==> src/rtl/pong_pkg.sv <==
// Shared encodings for the pong controller and the game state machine it drives.
package pong_pkg;

    localparam logic [4:0] ST_IDLE   = 5'b00001;
    localparam logic [4:0] ST_SERVE  = 5'b00010;
    localparam logic [4:0] ST_PLAY   = 5'b00100;
    localparam logic [4:0] ST_SCORED = 5'b01000;
    localparam logic [4:0] ST_OVER   = 5'b10000;

    typedef enum logic [1:0] {
        GS_INIT    = 2'd0,
        GS_READ    = 2'd1,
        GS_UPDATE  = 2'd2,
        GS_COLLIDE = 2'd3
    } game_state_e;

    localparam logic [1:0] WINNER_NONE = 2'b00;
    localparam logic [1:0] WINNER_P1   = 2'b01;
    localparam logic [1:0] WINNER_P2   = 2'b10;

endpackage

==> src/rtl/pong_tick_gen.sv <==
// Frame divider: one-cycle tick every TICK_DIV enabled, unheld cycles.
module pong_tick_gen #(
    parameter int unsigned TICK_DIV = 1000000
) (
    input  logic clk,
    input  logic rst,
    input  logic en,
    input  logic hold,
    output logic tick
);

    localparam int unsigned W = $clog2(TICK_DIV);
    localparam logic [W-1:0] LAST = W'(TICK_DIV - 1);

    logic [W-1:0] cnt;

    // hold freezes the count in place so a paused frame resumes where it stopped
    assign tick = en && !hold && (cnt == LAST);

    always_ff @(posedge clk) begin
        if (rst || !en) begin
            cnt <= '0;
        end else if (!hold) begin
            cnt <= (cnt == LAST) ? '0 : cnt + 1'b1;
        end
    end

endmodule

==> src/rtl/pong_game_ctrl.sv <==
// Round/match sequencer: serves, paces play, scores points and ends the match.
module pong_game_ctrl
    import pong_pkg::*;
#(
    parameter int unsigned TICK_DIV      = 1000000,
    parameter int unsigned SERVE_CYCLES  = 50000000,
    parameter int unsigned SCORED_CYCLES = 16,
    parameter int unsigned WIN_SCORE     = 7
) (
    input  logic       clk,
    input  logic       rst,
    input  logic       start_req,
    input  logic       pause,
    input  logic       point_1,
    input  logic       point_2,
    output logic       start,
    output logic       gameover,
    output logic       sm_rst,
    output logic       frame_tick,
    output logic       serve_dir,
    output logic [3:0] score1,
    output logic [3:0] score2,
    output logic [1:0] winner,
    output logic [4:0] ctrl_state
);

    localparam int unsigned SV_W = (SERVE_CYCLES > 1) ? $clog2(SERVE_CYCLES) : 1;
    localparam int unsigned SC_W = $clog2(SCORED_CYCLES);
    localparam logic [SV_W-1:0] SERVE_LAST  = SV_W'(SERVE_CYCLES - 1);
    localparam logic [SC_W-1:0] SCORED_LAST = SC_W'(SCORED_CYCLES - 1);
    localparam logic [3:0]      WIN4        = 4'(WIN_SCORE);

    logic [4:0]      state;
    logic [SV_W-1:0] serve_cnt;
    logic [SC_W-1:0] scored_cnt;
    logic            p1_q, p2_q, rst_q;
    logic            serve_last, scored_last;
    logic            p1_edge, p2_edge, win_reached;

    assign serve_last  = (state == ST_SERVE)  && (serve_cnt == SERVE_LAST);
    assign scored_last = (state == ST_SCORED) && (scored_cnt == SCORED_LAST);
    assign p1_edge     = point_1 && !p1_q;
    assign p2_edge     = point_2 && !p2_q;
    assign win_reached = (score1 == WIN4) || (score2 == WIN4);

    assign start      = serve_last;
    assign gameover   = (state == ST_SCORED) || (state == ST_OVER);
    assign sm_rst     = rst_q || scored_last;
    assign ctrl_state = state;

    pong_tick_gen #(.TICK_DIV(TICK_DIV)) u_tick (
        .clk  (clk),
        .rst  (rst),
        .en   (state == ST_PLAY),
        .hold (pause),
        .tick (frame_tick)
    );

    always_ff @(posedge clk) begin
        if (rst) begin
            state      <= ST_IDLE;
            score1     <= '0;
            score2     <= '0;
            winner     <= WINNER_NONE;
            serve_dir  <= 1'b1;
            serve_cnt  <= '0;
            scored_cnt <= '0;
            p1_q       <= 1'b0;
            p2_q       <= 1'b0;
            rst_q      <= 1'b1;
        end else begin
            rst_q      <= 1'b0;
            // clearing with sm_rst lets a flag that is still high be seen afresh, but only PLAY counts it
            p1_q       <= sm_rst ? 1'b0 : point_1;
            p2_q       <= sm_rst ? 1'b0 : point_2;
            serve_cnt  <= (state == ST_SERVE && !serve_last) ? serve_cnt + 1'b1 : '0;
            scored_cnt <= (state == ST_SCORED && !scored_last) ? scored_cnt + 1'b1 : '0;

            case (state)
                ST_IDLE, ST_OVER: begin
                    if (start_req) begin
                        state     <= ST_SERVE;
                        score1    <= '0;
                        score2    <= '0;
                        winner    <= WINNER_NONE;
                        serve_dir <= 1'b1;
                    end
                end
                ST_SERVE: begin
                    if (serve_last) state <= ST_PLAY;
                end
                ST_PLAY: begin
                    if (p1_edge || p2_edge) begin
                        state <= ST_SCORED;
                        if (p1_edge && !p2_edge) begin
                            score1    <= score1 + 4'd1;
                            serve_dir <= 1'b1;
                        end else if (p2_edge && !p1_edge) begin
                            score2    <= score2 + 4'd1;
                            serve_dir <= 1'b0;
                        end
                    end
                end
                ST_SCORED: begin
                    if (scored_last) begin
                        if (win_reached) begin
                            state  <= ST_OVER;
                            winner <= (score1 == WIN4) ? WINNER_P1 : WINNER_P2;
                        end else begin
                            state <= ST_SERVE;
                        end
                    end
                end
                default: state <= ST_IDLE;
            endcase
        end
    end

endmodule
==> config.mk <==
export PLATFORM = sky130hd
export DESIGN_NAME = pong_game_ctrl
export DESIGN_NICKNAME = d
export VERILOG_FILES = /design/src/rtl/pong_pkg.sv /design/src/rtl/pong_tick_gen.sv /design/src/rtl/pong_game_ctrl.sv
export SDC_FILE = /design/constraint.sdc
export NUM_CORES = 1
export LEC_CHECK = 0
export ABC_AREA = 1
export CORE_AREA = 2 2 89 91
export CTS_BUF_LIST = sky130_fd_sc_hd__clkbuf_4 sky130_fd_sc_hd__clkbuf_8 sky130_fd_sc_hd__clkbuf_16
export DETAILED_ROUTE_END_ITERATION = 8
export DIE_AREA = 0 0 91 93
export DONT_BUFFER_PORTS = 1
export PLACE_DENSITY = 0.66
export SYNTH_ARGS = -nofsm -noshare
export SYNTH_HDL_FRONTEND = slang
export SYNTH_SLANG_ARGS = --single-unit
export TNS_END_PERCENT = 20
==> constraint.sdc <==
create_clock -name clk -period 1.67 [get_ports clk]
set_clock_uncertainty 0.1 [all_clocks]
set_input_delay 0.334 -clock clk [delete_from_list [all_inputs] [get_ports clk]]
set_output_delay 0.334 -clock clk [all_outputs]
set_load 0.005 [all_outputs]
==> impl_metrics.csv <==
group,metric,value,unit
power,ir_drop,0.000415,V
cells_and_area,final_util,0.614,
yosys,syn_inst,520,
routing,drt_wl_total,8290,um
routing,route.met3.wl,329,um
yosys,seq_area_frac_synth,0.379,
routing,first_pass_iters,4,
sta,worst_pin_slew,0.311,ns
yosys,ys_ff_latch,69,
yosys,syn_area_per_cell,7.02,um^2
cells_and_area,finalNetCount,584,
grt,grt_pass1_wl,13900,um
outcome,violations,"setup timing",
routing,drc,0,
yosys,synth_simple_gate_area_frac,0.425,
cts,cts_tree,"yes",
yosys,yosysWarnings,0,
cells_and_area,drive_gt1_frac,0.294,
setup_path,rrSetupSlack,0.02,ns
placed_design,hpwl,5850,um
power,combPwrFrac,0.232,
routing,wl_per_cell,12.2,um
placed_design,gp_congestion,0.901,
grt,first_global_vias,3249,
power,power.share.sequential,0.388,
yosys,ys_types,35,
power,p_leak,1.72,nW
power,swShare,0.295,
sta,timing.final.crit_share,1.14,
yosys,synthAdderAreaFrac,0.0274,
yosys,synth_xor_area_frac,0.0456,
power,p_int,3.28,mW
sta,relSlewSlack,0.792,
worst_hold_path,hold_path.class,"primary input to flop",
sta,finalWorstSetupSlack,-0.234,ns
routing,wl_met2,3950,um
setup_path,cp_cell_sequence,"inv_2 > nand2_1 > nor3_4 > inv_1 > nor3_2",
floorplanning,rows,32,
cells_and_area,synthToLayoutAreaGrowth,26.6,%
flow_run,cap_violations,0,
cells_and_area,n_antenna_cell,0,
floorplanning,die_area,0.00846,mm^2
outcome,outcome,"finished, violations left",
floorplanning,die_x,91,um
cts,htreeDepth,3,
placed_design,portBuffers,0,
sta,drv_slew,0,
cts,clockRootBuffer,"clkbuf_8",
routing,wl_met1,3890,um
floorplanning,start_util,0.485,
yosys,synth_nets,534,
cts,clk_pin_slew_worst_paths,0.07,ns
sta,fin_crit,1.90,ns
routing,via_per_inst,4.98,
cells_and_area,final_common_cell,"nand2_1",
grt,grt-ovfl-total,0,
routing,vias,3369,
sta,finalSetupViolCount,3,
floorplanning,die_y,93,um
setup_path,critical-path-max-stage-delay,0.34,ns
setup_path,crit_required,1.24,ns
routing,first_iter_violations,114,
cells_and_area,post_layout_nonfiller_instances,677,
setup_path,critPathLaunchType,"flop",
yosys,muxShareOfSynthArea,0,
yosys,syn_area,0.00365,mm^2
sta,final.setup.tns,-0.393,ns
cells_and_area,layout_common_cells,"nand2_1, nor2_1, dfxtp_1",
yosys,synth-compound-area-share,0.0487,
power,clock_power_share,0.379,
power,power_switching,1.37,mW
grt,grt_max_degree,16,
sta,hold_viol_final,0,
setup_path,cp.arrival,1.47,ns
setup_path,critPathSlowestCell,"dfxtp_2",
cts,clock_sinks,69,
setup_path,critPathKind,"flop to output pin",
routing,routed.top_layer,"met4",
sta,rsz0062_at_grt,"yes",
routing,drtAntennaViolNets,0,
setup_path,cp_max_fo,3,
power,powerDensity,1010,mW/mm^2
cts,cts_made_buffers,9,
yosys,synth_top_family_by_area,"simple AND/OR/NAND/NOR gates",
sta,fmax,525,MHz
grt,antenna_found_initial,0,
floorplanning,ios,26,
cts,clock_path_buffers,2,
grt,grtUsageTotal,0.200,
placed_design,dp.cells,650,
cts,clkLatencyLatePin,0.35,ns
floorplanning,core-area,0.00753,mm^2
setup_path,end_kind,"output pin",
-- sequential cells by signal (all words and copies together) (netlist names) --
name and cells:
serve_cnt 26, score2 4, score1 4, u_tick.cnt 20, p2_q 1, p1_q 1
scored_cnt 4, serve_dir 1, winner 2, ctrl_state 5, rst_q 1
-- metal layers --
layer	track usage	up-vias
met1	0.251	1546
met5	0	-
li1	-	1748
met3	0.0346	12
met4	0.0720	0
met2	0.345	63
-- metrics by stage --
| stage | worst slack, ns | power (mW) | hold WS [ns] | area, um^2 |
|---|---|---|---|---|
| finish | -0.234 | 4.65 | 0.0433 | 4620 |
| floorplan | 0.0573 | 2.47 | 0.262 | 3650 |
| detailed placement | -0.0362 | 2.73 | 0.263 | 4030 |
| global placement | 0.0107 | 2.70 | 0.263 | 4030 |
| CTS | -0.233 | 4.51 | 0.0181 | 4390 |
| global route | -0.291 | 4.86 | 0.0541 | 4620 |
-- area by class of cell --
type / instances / area [um^2]
flip-flops and latches: 69 / 1400
clock inverters: 3 / 90.1
multi-input cells: 381 / 2210
fillers: 703 / 2910
inverters: 66 / 250
clock buffers: 13 / 173
well taps: 102 / 128
repair buffers: 43 / 367
-- logic make-up (layout without fill, tap and decap cells) --
kind of cell,after synthesis,in the layout
AOI/OAI and AO/OA,34,34
xor gates and xnor gates,19,19
buffers and inverters,70,125
and+or+nand+nor,320,320
adders and majority gates,8,8
DFF,69,69
-- what timing repair did --
action | 4_1_cts | 5_1_grt
setup buffers | 3 | 7
endpoints found under the hold margin | 7 | 0
pin swaps | 7 | 12
hold buffers | 1 | 0
endpoints found under the setup margin | 6 | 42
resized for setup | 19 | 64
-- cell usage after synthesis --
master	number	area share
nand2_4	1	0.0031
a31oi_1	1	0.0017
nand4_1	13	0.022
nand3_4	1	0.0048
nand3_2	3	0.0082
nor4_1	2	0.0034
buf_2	3	0.0041
or2_0	1	0.0017
nor3b_1	7	0.014
buf_6	1	0.0031
nand3_1	34	0.047
nand2_2	8	0.014
nor3_1	10	0.014
nand3b_1	2	0.0041
o21bai_1	1	0.0021
nor3_2	4	0.011
inv_1	62	0.064
dfxtp_1	69	0.38
a21oi_1	17	0.023
xnor2_1	7	0.017
clkinv_1	1	0.0010
xor2_1	12	0.029
o21ai_2	1	0.0024
or2_2	7	0.012
nor2_4	7	0.022
nand2_1	107	0.11
nor3_4	1	0.0045
o21ai_0	13	0.018
ha_1	8	0.027
nor3b_2	2	0.0069
nor2_1	99	0.10
inv_2	3	0.0031
o21ai_1	1	0.0014
nand4_2	1	0.0034
nor2_2	10	0.017
-- final timing paths --
kind                                    start  cells past startpoint       endpoint
worst max-delay path            ctrl_state[2]                      5          start
worst min register to register  scored_cnt[0]                      1  scored_cnt[0]
worst min-delay path                  point_1                      2           p1_q
worst max register to register   serve_cnt[1]                     10  serve_cnt[16]
-- critical path: cells and delay by family (launching register included) --
kind / cells / cell delay, ns
buffers and inverters: 2 / 0.18
flip-flops: 1 / 0.34
AND/OR/NAND/NOR: 3 / 0.61
-- power groups by stage --
stage | clock, mW | combinational, mW | sequential (mW)
floorplan | 0 | 0.645 | 1.83
global placement | 0 | 0.873 | 1.83
detailed placement | 0 | 0.901 | 1.83
CTS | 1.79 | 0.925 | 1.79
global route | 1.85 | 1.19 | 1.82
finish | 1.76 | 1.08 | 1.81
Note: power is estimated with default switching activity, not from simulation.
